`src/rtl/Uop.sv`:
```
// ---------------------------------------------------------------------------
// Uop -- shared types and defaults for the instruction fetch stage.
//
// Contents:
//   fetch_t             {pc, instr} pair handed from fetch to decode
//   FETCH_DEPTH_DEFAULT default instruction buffer depth
//   RESET_PC_DEFAULT    default PC after reset
//   align_pc()          forces a PC onto a 32-bit word boundary
// ---------------------------------------------------------------------------
package Uop;

  typedef struct packed {
    logic [31:0] pc;
    logic [31:0] instr;
  } fetch_t;

  localparam int          FETCH_DEPTH_DEFAULT = 2;
  localparam logic [31:0] RESET_PC_DEFAULT    = 32'h0000_0000;

  function automatic logic [31:0] align_pc(input logic [31:0] a);
    return {a[31:2], 2'b00};
  endfunction

endpackage

```
`src/rtl/fetch_fifo.sv`:
```
// ---------------------------------------------------------------------------
// fetch_fifo -- small synchronous FIFO with flush, head visible combinationally.
//
// Parameters:
//   DEPTH  number of entries (power of two, >= 2)
//   W      entry width in bits
// Ports:
//   clk          clock, all state on rising edge
//   rst          synchronous active-high reset (empties the FIFO)
//   flush_i      empties the FIFO; overrides push/pop in the same cycle
//   push_i       write push_data_i at the tail
//   push_data_i  entry to write
//   pop_i        drop the head entry (never asserted while empty)
//   head_o       current head entry
//   count_o      number of valid entries (0..DEPTH)
// ---------------------------------------------------------------------------
module fetch_fifo #(
  parameter int DEPTH = 2,
  parameter int W     = 64
) (
  input  logic                     clk,
  input  logic                     rst,
  input  logic                     flush_i,
  input  logic                     push_i,
  input  logic [W-1:0]             push_data_i,
  input  logic                     pop_i,
  output logic [W-1:0]             head_o,
  output logic [$clog2(DEPTH):0]   count_o
);

  localparam int AW = $clog2(DEPTH);
  localparam int CW = AW + 1;

  logic [W-1:0]  mem_q [DEPTH];
  logic [AW-1:0] wr_ptr_q;
  logic [AW-1:0] rd_ptr_q;
  logic [CW-1:0] count_q;

  // Storage carries no reset; validity is tracked by the pointers and count.
  always_ff @(posedge clk) begin
    if (push_i && !flush_i) begin
      mem_q[wr_ptr_q] <= push_data_i;
    end
  end

  // Pointers wrap naturally because DEPTH is a power of two. A push and a pop
  // in the same cycle on a full FIFO is safe: the head is read before the
  // slot is overwritten at the clock edge.
  always_ff @(posedge clk) begin
    if (rst || flush_i) begin
      wr_ptr_q <= '0;
      rd_ptr_q <= '0;
      count_q  <= '0;
    end else begin
      if (push_i) begin
        wr_ptr_q <= wr_ptr_q + AW'(1);
      end
      if (pop_i) begin
        rd_ptr_q <= rd_ptr_q + AW'(1);
      end
      count_q <= count_q + CW'(push_i) - CW'(pop_i);
    end
  end

  assign head_o  = mem_q[rd_ptr_q];
  assign count_o = count_q;

endmodule

```
`src/rtl/fetch_stage.sv`:
```
// ---------------------------------------------------------------------------
// fetch_stage -- PC generation, credit-based instruction memory requests,
// redirect handling with stale-response dropping, and an instruction buffer
// feeding decode.
//
// Parameters:
//   RESET_PC    PC loaded on reset
//   FIFO_DEPTH  instruction buffer entries (power of two, >= 2)
// Ports:
//   clk, rst                         clock; synchronous active-high reset
//   imem_req_valid/ready/addr        fetch request (word-aligned address)
//   imem_rsp_valid/data              in-order response, no backpressure
//   redirect_valid/redirect_pc       branch/jump/exception redirect
//   out_valid/out_ready/out_uop      {pc, instr} toward decode
//   perf_fetched                     delivered-uop counter (optional)
//
// Build option: define FETCH_PERF_CNT_EN to add the perf_fetched output,
// a wrapping 32-bit count of out_valid && out_ready handshakes.
// ---------------------------------------------------------------------------
module fetch_stage
  import Uop::*;
#(
  parameter logic [31:0] RESET_PC   = RESET_PC_DEFAULT,
  parameter int          FIFO_DEPTH = FETCH_DEPTH_DEFAULT
) (
  input  logic        clk,
  input  logic        rst,
  output logic        imem_req_valid,
  input  logic        imem_req_ready,
  output logic [31:0] imem_req_addr,
  input  logic        imem_rsp_valid,
  input  logic [31:0] imem_rsp_data,
  input  logic        redirect_valid,
  input  logic [31:0] redirect_pc,
  output logic        out_valid,
  input  logic        out_ready,
  output Uop::fetch_t out_uop
`ifdef FETCH_PERF_CNT_EN
  ,
  output logic [31:0] perf_fetched
`endif
);

  localparam int CW = $clog2(FIFO_DEPTH) + 1;
  localparam int UW = $bits(fetch_t);

  logic [31:0]   pc_q, pc_d;
  logic [CW-1:0] outst_q, outst_d;   // requests accepted, response not yet seen
  logic [CW-1:0] drop_q, drop_d;     // in-flight responses belonging to a dead path

  logic          req_fire;
  logic          rsp_keep;
  logic          pop;
  logic [CW:0]   credit_used;
  logic [CW-1:0] buf_count;
  logic [CW-1:0] pcq_count;
  logic [31:0]   pcq_head;
  logic [UW-1:0] buf_head;
  fetch_t        push_uop;

  // Every slot either in flight or buffered is reserved, so a returning
  // response always has room in the buffer.
  assign credit_used    = {1'b0, outst_q} + {1'b0, buf_count};
  assign imem_req_valid = !rst && !redirect_valid &&
                          (credit_used < (CW + 1)'(FIFO_DEPTH));
  assign imem_req_addr  = pc_q;
  assign req_fire       = imem_req_valid && imem_req_ready;

  // A response is kept only on the live path: not in a redirect cycle and not
  // owed to an earlier redirect. The PC queue check guards against a response
  // with no matching request.
  assign rsp_keep = imem_rsp_valid && !redirect_valid &&
                    (drop_q == '0) && (pcq_count != '0);

  assign push_uop  = '{pc: pcq_head, instr: imem_rsp_data};
  assign out_valid = !rst && !redirect_valid && (buf_count != '0);
  assign out_uop   = fetch_t'(buf_head);
  assign pop       = out_valid && out_ready;

  always_comb begin
    pc_d    = pc_q;
    outst_d = outst_q + CW'(req_fire) - CW'(imem_rsp_valid);
    drop_d  = drop_q;
    if (redirect_valid) begin
      pc_d   = align_pc(redirect_pc);
      // Everything still in flight after this cycle's response belongs to the
      // abandoned path; outstanding already includes earlier dropped slots,
      // so back-to-back redirects accumulate correctly.
      drop_d = outst_d;
    end else begin
      if (req_fire) begin
        pc_d = pc_q + 32'd4;
      end
      if (imem_rsp_valid && (drop_q != '0)) begin
        drop_d = drop_q - CW'(1);
      end
    end
  end

  always_ff @(posedge clk) begin
    if (rst) begin
      pc_q    <= RESET_PC;
      outst_q <= '0;
      drop_q  <= '0;
    end else begin
      pc_q    <= pc_d;
      outst_q <= outst_d;
      drop_q  <= drop_d;
    end
  end

  // Instruction buffer toward decode.
  fetch_fifo #(
    .DEPTH (FIFO_DEPTH),
    .W     (UW)
  ) u_buf (
    .clk         (clk),
    .rst         (rst),
    .flush_i     (redirect_valid),
    .push_i      (rsp_keep),
    .push_data_i (push_uop),
    .pop_i       (pop),
    .head_o      (buf_head),
    .count_o     (buf_count)
  );

  // PCs of live in-flight requests, in issue order, paired with responses.
  fetch_fifo #(
    .DEPTH (FIFO_DEPTH),
    .W     (32)
  ) u_pcq (
    .clk         (clk),
    .rst         (rst),
    .flush_i     (redirect_valid),
    .push_i      (req_fire),
    .push_data_i (pc_q),
    .pop_i       (rsp_keep),
    .head_o      (pcq_head),
    .count_o     (pcq_count)
  );

`ifdef FETCH_PERF_CNT_EN
  logic [31:0] perf_q, perf_d;

  always_comb begin
    perf_d = perf_q;
    if (pop) begin
      perf_d = perf_q + 32'd1;
    end
  end

  always_ff @(posedge clk) begin
    if (rst) begin
      perf_q <= '0;
    end else begin
      perf_q <= perf_d;
    end
  end

  assign perf_fetched = perf_q;
`endif

endmodule
```
`config.mk`:
```
export PLATFORM = sky130hd
export DESIGN_NAME = fetch_stage
export DESIGN_NICKNAME = d
export VERILOG_FILES = /design/src/rtl/Uop.sv /design/src/rtl/fetch_fifo.sv /design/src/rtl/fetch_stage.sv
export SDC_FILE = /design/constraint.sdc
export NUM_CORES = 1
export LEC_CHECK = 0
export ABC_AREA = 1
export BUFFER_PORTS_ARGS = -buffer_cell sky130_fd_sc_hd__buf_2
export CELL_PAD_IN_SITES_DETAIL_PLACEMENT = 1
export CELL_PAD_IN_SITES_GLOBAL_PLACEMENT = 2
export CORE_ASPECT_RATIO = 1.75
export CORE_UTILIZATION = 30
export CTS_BUF_LIST = sky130_fd_sc_hd__clkbuf_8
export DETAILED_ROUTE_END_ITERATION = 8
export GPL_TIMING_DRIVEN = 0
export PLACE_DENSITY = 0.67
export SLEW_MARGIN = 20
export SYNTH_ARGS = -nofsm -noshare
export SYNTH_HDL_FRONTEND = slang
export SYNTH_SLANG_ARGS = --single-unit
```
`constraint.sdc`:
```
create_clock -name clk -period 4.7 [get_ports clk]
set_input_delay 0.94 -clock clk [delete_from_list [all_inputs] [get_ports clk]]
set_output_delay 0.94 -clock clk [all_outputs]
set_load 0.01 [all_outputs]
```
==> flow_metrics.tcl <==
set metrics [dict create \
    status "finished, final reports clean" \
    critPathKind "reg -> out" \
    start_util_pct 30.3 \
    yosysSeqAreaShare_pct 67.2 \
    die_area_um2 32500 \
    post-route-drc-count 0 \
    hold_viol_final 0 \
    cts_root_buffer "clkbuf_8" \
    row_count 86 \
    maxCapViolations 0 \
    critPathRequiredTime_ps 3760 \
    skew_ps 11.8 \
    synth_area_per_cell_um2 12.7 \
    rsz0062_at_grt "false" \
    grt_max_degree 25 \
    syn_inst 748 \
    synth.distinct_cells 35 \
    fp.dieW_um 137 \
    async_flop_share_pct 0 \
    leakage_nw 4.41 \
    yosysWarnings 0 \
    slowest_delay_ps 390 \
    die_h_um 238 \
    postCtsHoldBufs 0 \
    synth-seq-cells 228 \
    setup_viol 0 \
    port_buffers 159 \
    path_cells "clkbuf_1 -> buf_2 -> mux2_2 -> buf_2" \
    tritoncts "done" \
    synth_ff_type "edfxtp_1" \
    grt_pass1_wl_um 36300 \
    dpl.hpwl_um 17800 \
    drt_iter0_drc 186 \
    slew_violations 0 \
    postRouteAntennaNets 0 \
    final_nets 1033 \
    vias_per_cell 4.48 \
    cp_top_family "buffers and inverters" \
    cts_buffer_depth 3 \
    post-cts-setup-buffer-count 0 \
    cpMaxStageDelayCell "clkbuf_1" \
    clkTransAtPathRegs_ps 60 \
    ctsHtreeMaxLevel 2 \
    whs_ps 464 \
    layout_commonest_cell "edfxtp_1" \
    min_to "u_pcq.rd_ptr_q$_SDFFE_PP0P_" \
    worst_slew_pin_slew_ps 776 \
    core_area_um2 31400 \
    worstPathMaxFanout 10 \
    wl_per_cell_um 17.2 \
    synth_area_um2 9530 \
    arrival_ps 2120 \
    pwr_density_cell_nw_per_um2 365 \
    crit_top_cell "buf_2" \
    drt_pass1_iterations 4 \
    postCtsResizedCells 0 \
    crit_path_start_kind "flop" \
    pin_count 168 \
    cts.sinks 228 \
    reg2regPathDepth 11 \
    hold_path_depth 1 \
    cp_num_cells 4 \
    crit_buf_inv 3 \
    grtUsageTotal_pct 15.0 \
    drive_above_1_share_pct 36.3 \
    grt_overflow 0 \
    stdcell_count 1373 \
    syn_to_final_growth_pct 23.5 \
    slew_headroom_pct 48.1 \
    numCtsBuffers 35 \
    gp_congestion 0.785 \
    insertion_delay_ps 530 \
    end_kind "output pin" \
    vias 6152 \
    grt_pass1_vias 6553 \
    crit-reg2reg-launch "outst_q[0]$_SDFF_PP0_" \
    post-route-min-period_ps 3060 \
    hold_class "reg -> reg" \
    fin_crit_sh_pct 65.1 \
    max_freq_ghz 0.327 \
    reg2reg_to "u_pcq.count_o[1]$_SDFF_PP0_" \
    placedCellCount 1313 \
    final_cell_mix "184 x edfxtp_1, 170 x buf_2, 127 x nand2_1" \
    antenna_found_initial 1 \
    finalWirelength_um 23700 \
    fillCellCount 3463 \
    peakVddDrop_mv 0.162 \
    synth_edf_count 184 \
    reg2reg_slack_ps 2200 \
    hold_start "u_pcq.rd_ptr_q$_SDFFE_PP0P_" \
]
[synth_stat cells (2+ instances only)]
library cell	instances	area share [%]
xor2_1	3	0.28
and2_1	2	0.13
ha_1	8	1.1
nand3_1	37	1.9
or2_2	3	0.20
dfxtp_1	44	9.2
buf_2	11	0.58
buf_6	3	0.35
nor2_1	45	1.8
a21oi_1	26	1.4
buf_4	6	0.47
inv_1	71	2.8
a21oi_2	2	0.18
inv_2	2	0.079
nand2_4	2	0.24
nand2_2	4	0.26
o21ai_0	34	1.8
nor2_2	6	0.39
edfxtp_1	184	58
nand2_1	127	5.0
a31oi_1	8	0.53
nor3_1	2	0.11
xnor2_1	7	0.64
mux2_2	92	11
clkbuf_1	6	0.24
nor2_4	4	0.47
[metal layers]
layer | vias to the layer above | routed length, µm | GRT usage (%)
li1 | 3010 | - | -
met1 | 2979 | 8480 | 14.9
met2 | 129 | 13600 | 29.6
met3 | 34 | 956 | 2.77
met4 | 0 | 624 | 5.89
met5 | - | 0 | 0
[power breakdown]
part	switching (mW)	internal (mW)
logic	0.128	0.0905
registers	0.0438	2.22
clock network	0.770	1.04
[final cells by class]
type,instances,area [µm²],share of cell area (%)
Sequential cell,228,6410,54.4
Multi-Input combinational cell,423,2730,23.2
Timing Repair Buffer,166,951,8.08
Clock buffer,36,495,4.21
Tap cell,396,495,4.21
Inverter,74,279,2.37
Clock inverter,23,255,2.17
Buffer,26,156,1.33
Antenna cell,1,2.50,0.0213
[through the flow]
step | setup TNS, ps | total power, mW | cell area, µm² | util, % | setup slack, ps
global route | 0 | 4.47 | 11800 | 37.5 | 1410
detailed placement | 0 | 2.53 | 11000 | 35.1 | 1890
global placement | -211180 | 2.52 | 10800 | 34.5 | -1740
floorplan | 0 | 2.41 | 9540 | - | 247
finish | 0 | 4.29 | 11800 | 37.5 | 1640
CTS | 0 | 4.38 | 11800 | 37.5 | 1420
[registers in the layout, indices dropped and copies added, names as in the netlist, named ones only]
name and cells:
drop_q 2, imem_req_addr 30, outst_q 2, u_buf.count_o 2
u_buf.mem_q 124, u_buf.rd_ptr_q 1, u_buf.wr_ptr_q 1, u_pcq.count_o 2
u_pcq.mem_q 60, u_pcq.rd_ptr_q 1, u_pcq.wr_ptr_q 1
[how the worst max path moves through the flow]
stage	end	slack [ps]
3_5_place_dp	u_buf.mem_q[0][5]$_DFFE_PP_	1890
5_1_grt	out_uop[16]	1410
6_report	out_uop[43]	1640
4_1_cts	out_uop[10]	1420
3_3_place_gp	u_buf.mem_q[1][10]$_DFFE_PP_	-1740
2_1_floorplan	u_buf.mem_q[1][0]$_DFFE_PP_	250
[cells by family after synthesis]
| kind of cell | Yosys count | share of synthesized area [%] |
|---|---|---|
| and+or+nand+nor | 235 | 11.0 |
| DFF | 228 | 67.2 |
| buffers and inverters | 100 | 4.57 |
| muxes | 92 | 10.9 |
| AOI/OAI and AO/OA | 73 | 4.14 |
| xor gates and xnor gates | 10 | 0.919 |
| adders and majority gates | 9 | 1.26 |
| other | 1 | 0.0393 |
No activity file was read; power rests on OpenSTA's default activity.
